`src/rtl/onehot_decoder_seq_pkg.sv`:
```
// Shared types and constants for the one-hot decoder and its encoder twin.
// Holds the FSM state enum, the code/line widths and the onehot_of helper.
package onehot_decoder_seq_pkg;

  localparam int DEC_CODE_W = 3;
  localparam int DEC_OUT_W  = 2 ** DEC_CODE_W;

  typedef enum logic [1:0] {
    IDLE = 2'd0,
    HOLD = 2'd1,
    SCAN = 2'd2
  } state_e;

  function automatic logic [DEC_OUT_W-1:0] onehot_of(
    input logic [DEC_CODE_W-1:0] code
  );
    return DEC_OUT_W'(1) << code;
  endfunction

endpackage

```
`src/rtl/onehot_decoder_seq_dwell.sv`:
```
// Loadable down-counter timing how long each one-hot line stays up.
// Ports: clk, rst, load, en, load_val in; zero flag out (count == 0).
module onehot_decoder_seq_dwell #(
  parameter int CNT_W = 8
) (
  input  logic             clk,
  input  logic             rst,
  input  logic             load,
  input  logic             en,
  input  logic [CNT_W-1:0] load_val,
  output logic             zero
);

  logic [CNT_W-1:0] cnt;

  // load wins over en; decrement saturates at zero
  always_ff @(posedge clk) begin
    if (rst) begin
      cnt <= '0;
    end else if (load) begin
      cnt <= load_val;
    end else if (en && cnt != '0) begin
      cnt <= cnt - CNT_W'(1);
    end
  end

  assign zero = (cnt == '0);

endmodule

```
`src/rtl/onehot_decoder_seq.sv`:
```
// Sequential binary-to-one-hot decoder with dwell timing and auto-scan.
// Ports: clk, rst, scan_en, in_valid/in_code/in_ready handshake;
// registered out_onehot, out_code, out_valid, busy.
module onehot_decoder_seq
  import onehot_decoder_seq_pkg::*;
#(
  parameter int CODE_W      = DEC_CODE_W,
  parameter int HOLD_CYCLES = 4,
  parameter int CNT_W       = 8
) (
  input  logic                   clk,
  input  logic                   rst,
  input  logic                   scan_en,
  input  logic                   in_valid,
  input  logic [CODE_W-1:0]      in_code,
  output logic                   in_ready,
  output logic [2**CODE_W-1:0]   out_onehot,
  output logic [CODE_W-1:0]      out_code,
  output logic                   out_valid,
  output logic                   busy
);

  localparam int OUT_W = 2 ** CODE_W;
  localparam logic [CNT_W-1:0] RELOAD =
    CNT_W'(HOLD_CYCLES - 1);

  state_e            state_q, state_d;
  logic [CODE_W-1:0] idx_q, idx_d;
  logic [OUT_W-1:0]  oh_d;
  logic [CODE_W-1:0] code_d;
  logic              load, en, zero;

  onehot_decoder_seq_dwell #(
    .CNT_W(CNT_W)
  ) u_dwell (
    .clk     (clk),
    .rst     (rst),
    .load    (load),
    .en      (en),
    .load_val(RELOAD),
    .zero    (zero)
  );

  assign in_ready = (state_q == IDLE) && !scan_en && !rst;

  always_comb begin
    state_d = state_q;
    idx_d   = idx_q;
    oh_d    = out_onehot;
    code_d  = out_code;
    load    = 1'b0;
    en      = 1'b0;
    unique case (state_q)
      IDLE: begin
        if (scan_en) begin
          state_d = SCAN;
          idx_d   = '0;
          oh_d    = OUT_W'(1);
          code_d  = '0;
          load    = 1'b1;
        end else if (in_valid) begin
          state_d = HOLD;
          oh_d    = OUT_W'(1) << in_code;
          code_d  = in_code;
          load    = 1'b1;
        end
      end
      HOLD: begin
        if (zero) begin
          state_d = IDLE;
          oh_d    = '0;
          code_d  = '0;
        end else begin
          en = 1'b1;
        end
      end
      SCAN: begin
        if (!scan_en) begin
          // abandon the dwell; next scan restarts at line 0
          state_d = IDLE;
          idx_d   = '0;
          oh_d    = '0;
          code_d  = '0;
        end else if (zero) begin
          idx_d  = idx_q + CODE_W'(1);
          oh_d   = OUT_W'(1) << idx_d;
          code_d = idx_d;
          load   = 1'b1;
        end else begin
          en = 1'b1;
        end
      end
      default: begin
        state_d = IDLE;
        idx_d   = '0;
        oh_d    = '0;
        code_d  = '0;
      end
    endcase
  end

  always_ff @(posedge clk) begin
    if (rst) begin
      state_q    <= IDLE;
      idx_q      <= '0;
      out_onehot <= '0;
      out_code   <= '0;
      out_valid  <= 1'b0;
      busy       <= 1'b0;
    end else begin
      state_q    <= state_d;
      idx_q      <= idx_d;
      out_onehot <= oh_d;
      out_code   <= code_d;
      out_valid  <= |oh_d;
      busy       <= (state_d != IDLE);
    end
  end

  a_onehot: assert property (
    @(posedge clk)
    (out_valid == |out_onehot) && $onehot0(out_onehot)
  );

endmodule

```
`config.mk`:
```
export PLATFORM = sky130hd
export DESIGN_NAME = onehot_decoder_seq
export DESIGN_NICKNAME = d
export VERILOG_FILES = /design/src/rtl/onehot_decoder_seq_pkg.sv /design/src/rtl/onehot_decoder_seq_dwell.sv /design/src/rtl/onehot_decoder_seq.sv
export SDC_FILE = /design/constraint.sdc
export NUM_CORES = 1
export LEC_CHECK = 0
export ABC_AREA = 1
export CORE_MARGIN = 2
export CORE_UTILIZATION = 50
export CTS_CLUSTER_DIAMETER = 200
export DETAILED_ROUTE_END_ITERATION = 8
export HOLD_SLACK_MARGIN = 0.02
export PLACE_DENSITY = 0.73
export RECOVER_POWER = 50
export SLEW_MARGIN = 10
export SYNTH_ARGS = -nofsm -noshare
export SYNTH_HDL_FRONTEND = slang
export SYNTH_SLANG_ARGS = --single-unit
```
`constraint.sdc`:
```
create_clock -name clk -period 2.06 [get_ports clk]
set_clock_uncertainty 0.2 [all_clocks]
set_input_delay 0.618 -clock clk [delete_from_list [all_inputs] [get_ports clk]]
set_output_delay 0.618 -clock clk [all_outputs]
set_load 0.05 [all_outputs]
```
==> tab_implementation.tex <==
\begin{tabular}{lr}
\hline
Metric & Value \\
\hline
\multicolumn{2}{l}{\textbf{Layout}} \\
\quad Area added between synthesis and finish & 36.2\% \\
\quad Antenna diodes & 0 \\
\quad Final std cells w/o fill & 348 \\
\quad Net count of the finished layout & 322 \\
\quad Design area & 2170 sq um \\
\quad Layout cell share with drive strength beyond 1 & 28.6\% \\
\multicolumn{2}{l}{\textbf{Placed design}} \\
\quad Final weighted congestion of routability-driven global placement & 0.950 \\
\quad Placed Cells incl. Taps & 340 \\
\quad Count of input and output buffers & 20 \\
\quad Placed Area & $\sim$2200 sq um \\
\quad Detailed placer's ending HPWL & around 3.1 mm \\
\multicolumn{2}{l}{\textbf{Clock network}} \\
\quad Number of levels in the clock H-tree & 1 \\
\quad Cell at the root of the clock tree & sky130\_fd\_sc\_hd\_\_clkbuf\_4 \\
\quad Sink Count & 26 \\
\quad Largest buffer count on any clock path & 2 \\
\quad TritonCTS clock tree & done \\
\quad Total CTS buffers & 3 \\
\quad Clock latency on the worst-skew pair & about 0.33 ns \\
\quad Clock slew at reported path FFs & 0.15 ns \\
\quad Count of hold buffers inserted by post-cts repair & 0 \\
\multicolumn{2}{l}{\textbf{Pwr}} \\
\quad Power Dens Cells & 651 nW/um\^{}2 \\
\quad Total design power & 1.42 mW \\
\quad Worst ir drop on vdd & between 0.0003 and 0.0004 V \\
\quad Leakage power total & 1.05 nW \\
\multicolumn{2}{l}{\textbf{Synthesis}} \\
\quad Number of nets produced by synthesis & 257 \\
\quad Post-synth EDFFs & 0 \\
\quad Yosys warnings & 0 \\
\quad Leading cell types by count after synthesis & 43 x sky130\_fd\_sc\_hd\_\_nor2\_1, 40 x sky130\_fd\_sc\_hd\_\_nand2\_1, 35 x sky130\_fd\_sc\_hd\_\_inv\_1 \\
\quad Synthesized area per cell & 6.65 sq um \\
\quad Count of mapped cells out of synthesis & 240 \\
\quad Cell type with the largest total area after synthesis & sky130\_fd\_sc\_hd\_\_dfxtp\_1 \\
\quad Leading post-synthesis cells by cell area & sky130\_fd\_sc\_hd\_\_dfxtp\_1 33\%, sky130\_fd\_sc\_hd\_\_nor2\_1 10\%, sky130\_fd\_sc\_hd\_\_nand2\_1 9.4\% \\
\quad Cell with the most instances after synthesis & sky130\_fd\_sc\_hd\_\_nor2\_1 \\
\quad Top FF cell, synth & sky130\_fd\_sc\_hd\_\_dfxtp\_1 \\
\quad Post-Synthesis Cell Area & approximately 1600 sq um \\
\quad Yosys cell types & 29 \\
\quad Number of synthesized register bits & 26 \\
\quad Top cell type's share of synthesized area & 32.6\% \\
\quad Fraction of the yosys area taken by sequential cells & 32.6\% \\
\quad Async S/R FF share, synth & 0\% \\
\multicolumn{2}{l}{\textbf{Worst setup path}} \\
\quad Data arrival, critical path & 1.30 ns \\
\quad Number of buffer and inverter stages on the critical path & 4 \\
\quad Logic depth of the worst setup path including buffers & 7 \\
\quad Crit. Startpoint & state\_q[1] \\
\quad Cell-by-cell trace of the critical path & inv\_2, ha\_4, inv\_2, nor2\_4, inv\_2, nor2\_4, buf\_12 \\
\quad Cells on worst reg2reg path & 11 \\
\quad Most used cell along the critical path & sky130\_fd\_sc\_hd\_\_inv\_2 \\
\quad Largest stage delay on the critical path & 0.35 ns \\
\quad Delay-heaviest family, CP & flip-flops \\
\quad Worst-path maximum fanout & 2 \\
\quad Critical path endpoint category & output port \\
\quad Worst-path cell with the longest stage delay & sky130\_fd\_sc\_hd\_\_dfxtp\_2 \\
\quad CP Class & register to output port \\
\quad Startpoint class of the critical path & register \\
\quad Launching point of the worst reg2reg path & u\_dwell.cnt[0] \\
\quad Worst endpoint required time & 1.24 ns \\
\multicolumn{2}{l}{\textbf{Route}} \\
\quad DRC Markers & 0 \\
\quad Routed vias/inst & around 5 \\
\quad Post-route ant nets & 0 \\
\quad Pre-Repair DR Iteration Count & 5 \\
\quad Sum of routed wire length over all layers & $\sim$4.1 mm \\
\quad Per-cell routed wire length & 11.9 microns \\
\quad Via Count & 1740 \\
\quad Count of routing violations after the opening detailed-route iteration & 106 \\
\multicolumn{2}{l}{\textbf{Floorplanning}} \\
\quad Area of the placeable core & 3050 sq um \\
\quad Die outline width & 60.5 microns \\
\quad Number of placement rows & 20 \\
\quad Die outline height & about 61 microns \\
\quad Die ar. & 3660 sq um \\
\quad Initial core utilization & 52.3\% \\
\quad Number of top-level pins & 21 \\
\multicolumn{2}{l}{\textbf{STA}} \\
\quad Setup violation total in the final timing report & 1 \\
\quad Total count of hold-check failures in the final report & 0 \\
\quad Min Tclk post-route & between 2 and 2.5 ns \\
\quad Setup repair after global routing missed its margin & yes \\
\quad TNS Setup & -0.0589 ns \\
\quad Worst-case setup margin in the final layout & -0.0589 ns \\
\quad Max Transition Viols Final & 0 \\
\quad Final clock period utilization by the worst path & 103\% \\
\quad Max Clk Rate & 472 MHz \\
\quad Slew Limit Headroom & between 70 and 80\% \\
\quad Actual transition at the worst max-transition pin & 0.369 ns \\
\multicolumn{2}{l}{\textbf{Outcome}} \\
\quad Run status & finished, violations left \\
\quad Violations in the final reports & setup timing \\
\multicolumn{2}{l}{\textbf{Worst hold path}} \\
\quad Hold Crit Depth & 2 \\
\quad Worst hold path startpoint & u\_dwell.cnt[2] \\
\quad Hold/Removal Path Class & register to register \\
\multicolumn{2}{l}{\textbf{Flow run}} \\
\quad Max-cap violations & 0 \\
\multicolumn{2}{l}{\textbf{GRT}} \\
\quad Initial antenna violation count & 0 \\
\quad Pin count of the biggest net entering global routing & 16 \\
\quad Wire length of the first global-routing pass & 6.89 mm \\
\quad Via count of the first global-routing pass & 1627 \\
\quad GRT Total Usage & 24.9\% \\
\quad Total congestion overflow & 0 \\
\hline
\end{tabular}
==> worst reg2reg max path, delay by kind of cell, from the launching register on <==
family                     cells  cell delay (ns)
AOI/OAI and AO/OA              1             0.16
adders and majority gates      1             0.22
buffers and inverters          2             0.25
DFF                            1             0.35
and+or+nand+nor                7             0.77
==> stage by stage <==
step           worst slack (ns)  utilization, %  hold slack, ns
6_report                -0.0589            71.2           0.290
5_1_grt                  -0.124            71.2           0.318
4_1_cts                 -0.0591            75.0           0.290
3_5_place_dp             -0.388            71.8           0.269
3_3_place_gp             -0.384            71.8           0.268
2_1_floorplan          -0.00688               -           0.252
==> worst paths after layout <==
check	to	slack [ns]
hold / removal	u_dwell.cnt[2]	0.29
hold reg to reg	u_dwell.cnt[2]	0.29
setup / recovery	in_ready	-0.06
setup reg to reg	out_valid	0.02
==> power breakdown <==
part	switching (mW)	internal (mW)
combinational	0.304	0.187
sequential	0.0239	0.539
clock	0.164	0.197
total	0.493	0.924
==> cell usage in the layout (no fill, tap or decap), drive strengths merged, types with 2 or more instances in the layout <==
cell type	synthesis	final
nor2	50	50
buf	3	44
nand2	43	43
inv	37	37
dfxtp	26	26
o21ai	22	22
a21oi	21	21
clkbuf	0	16
ha	10	10
nand3	9	9
nor3	8	8
clkdlybuf4s50	0	3
o2111ai	2	2
a31oi	2	2
dlygate4sd2	0	2
a211oi	2	2
==> layout make-up <==
| class | count | area, sq um |
|---|---|---|
| clock buffer | 3 | 22.5 |
| clock inverter | 1 | 30.0 |
| fill | 276 | 878 |
| inverter | 37 | 139 |
| multi-input combinational | 174 | 938 |
| sequential | 26 | 523 |
| tap | 44 | 55.1 |
| timing repair buffer | 63 | 467 |
==> metal layers <==
| metal | up-vias | track usage (%) | share of wire [%] |
|---|---|---|---|
| li1 | 899 | - | - |
| met1 | 776 | 33.6 | 48 |
| met2 | 52 | 40.8 | 45 |
| met3 | 13 | 3.41 | 4.7 |
| met4 | 0 | 9.01 | 2.1 |
| met5 | - | 0 | 0 |
==> flip-flops by register name (all words and copies together), names as in the netlist <==
name	flops
u_dwell.cnt	8
out_valid	1
busy	1
out_onehot	8
idx_q	3
state_q	2
out_code	3
==> cells by family after synthesis <==
logic type / after synthesis / share of synthesized area (%)
simple gates: 111 / 30.2
fa+ha+maj: 10 / 7.84
flops: 26 / 32.6
buf+inv: 40 / 10.2
compound gates: 53 / 19.2
==> repair_timing <==
item                                    CTS  global route
setup buffers                             4             0
cloned                                    0             0
resized for setup                        12             2
pin swaps                                 2             2
endpoints found under the setup margin    2            10
Power figures use the tool's default switching activity.
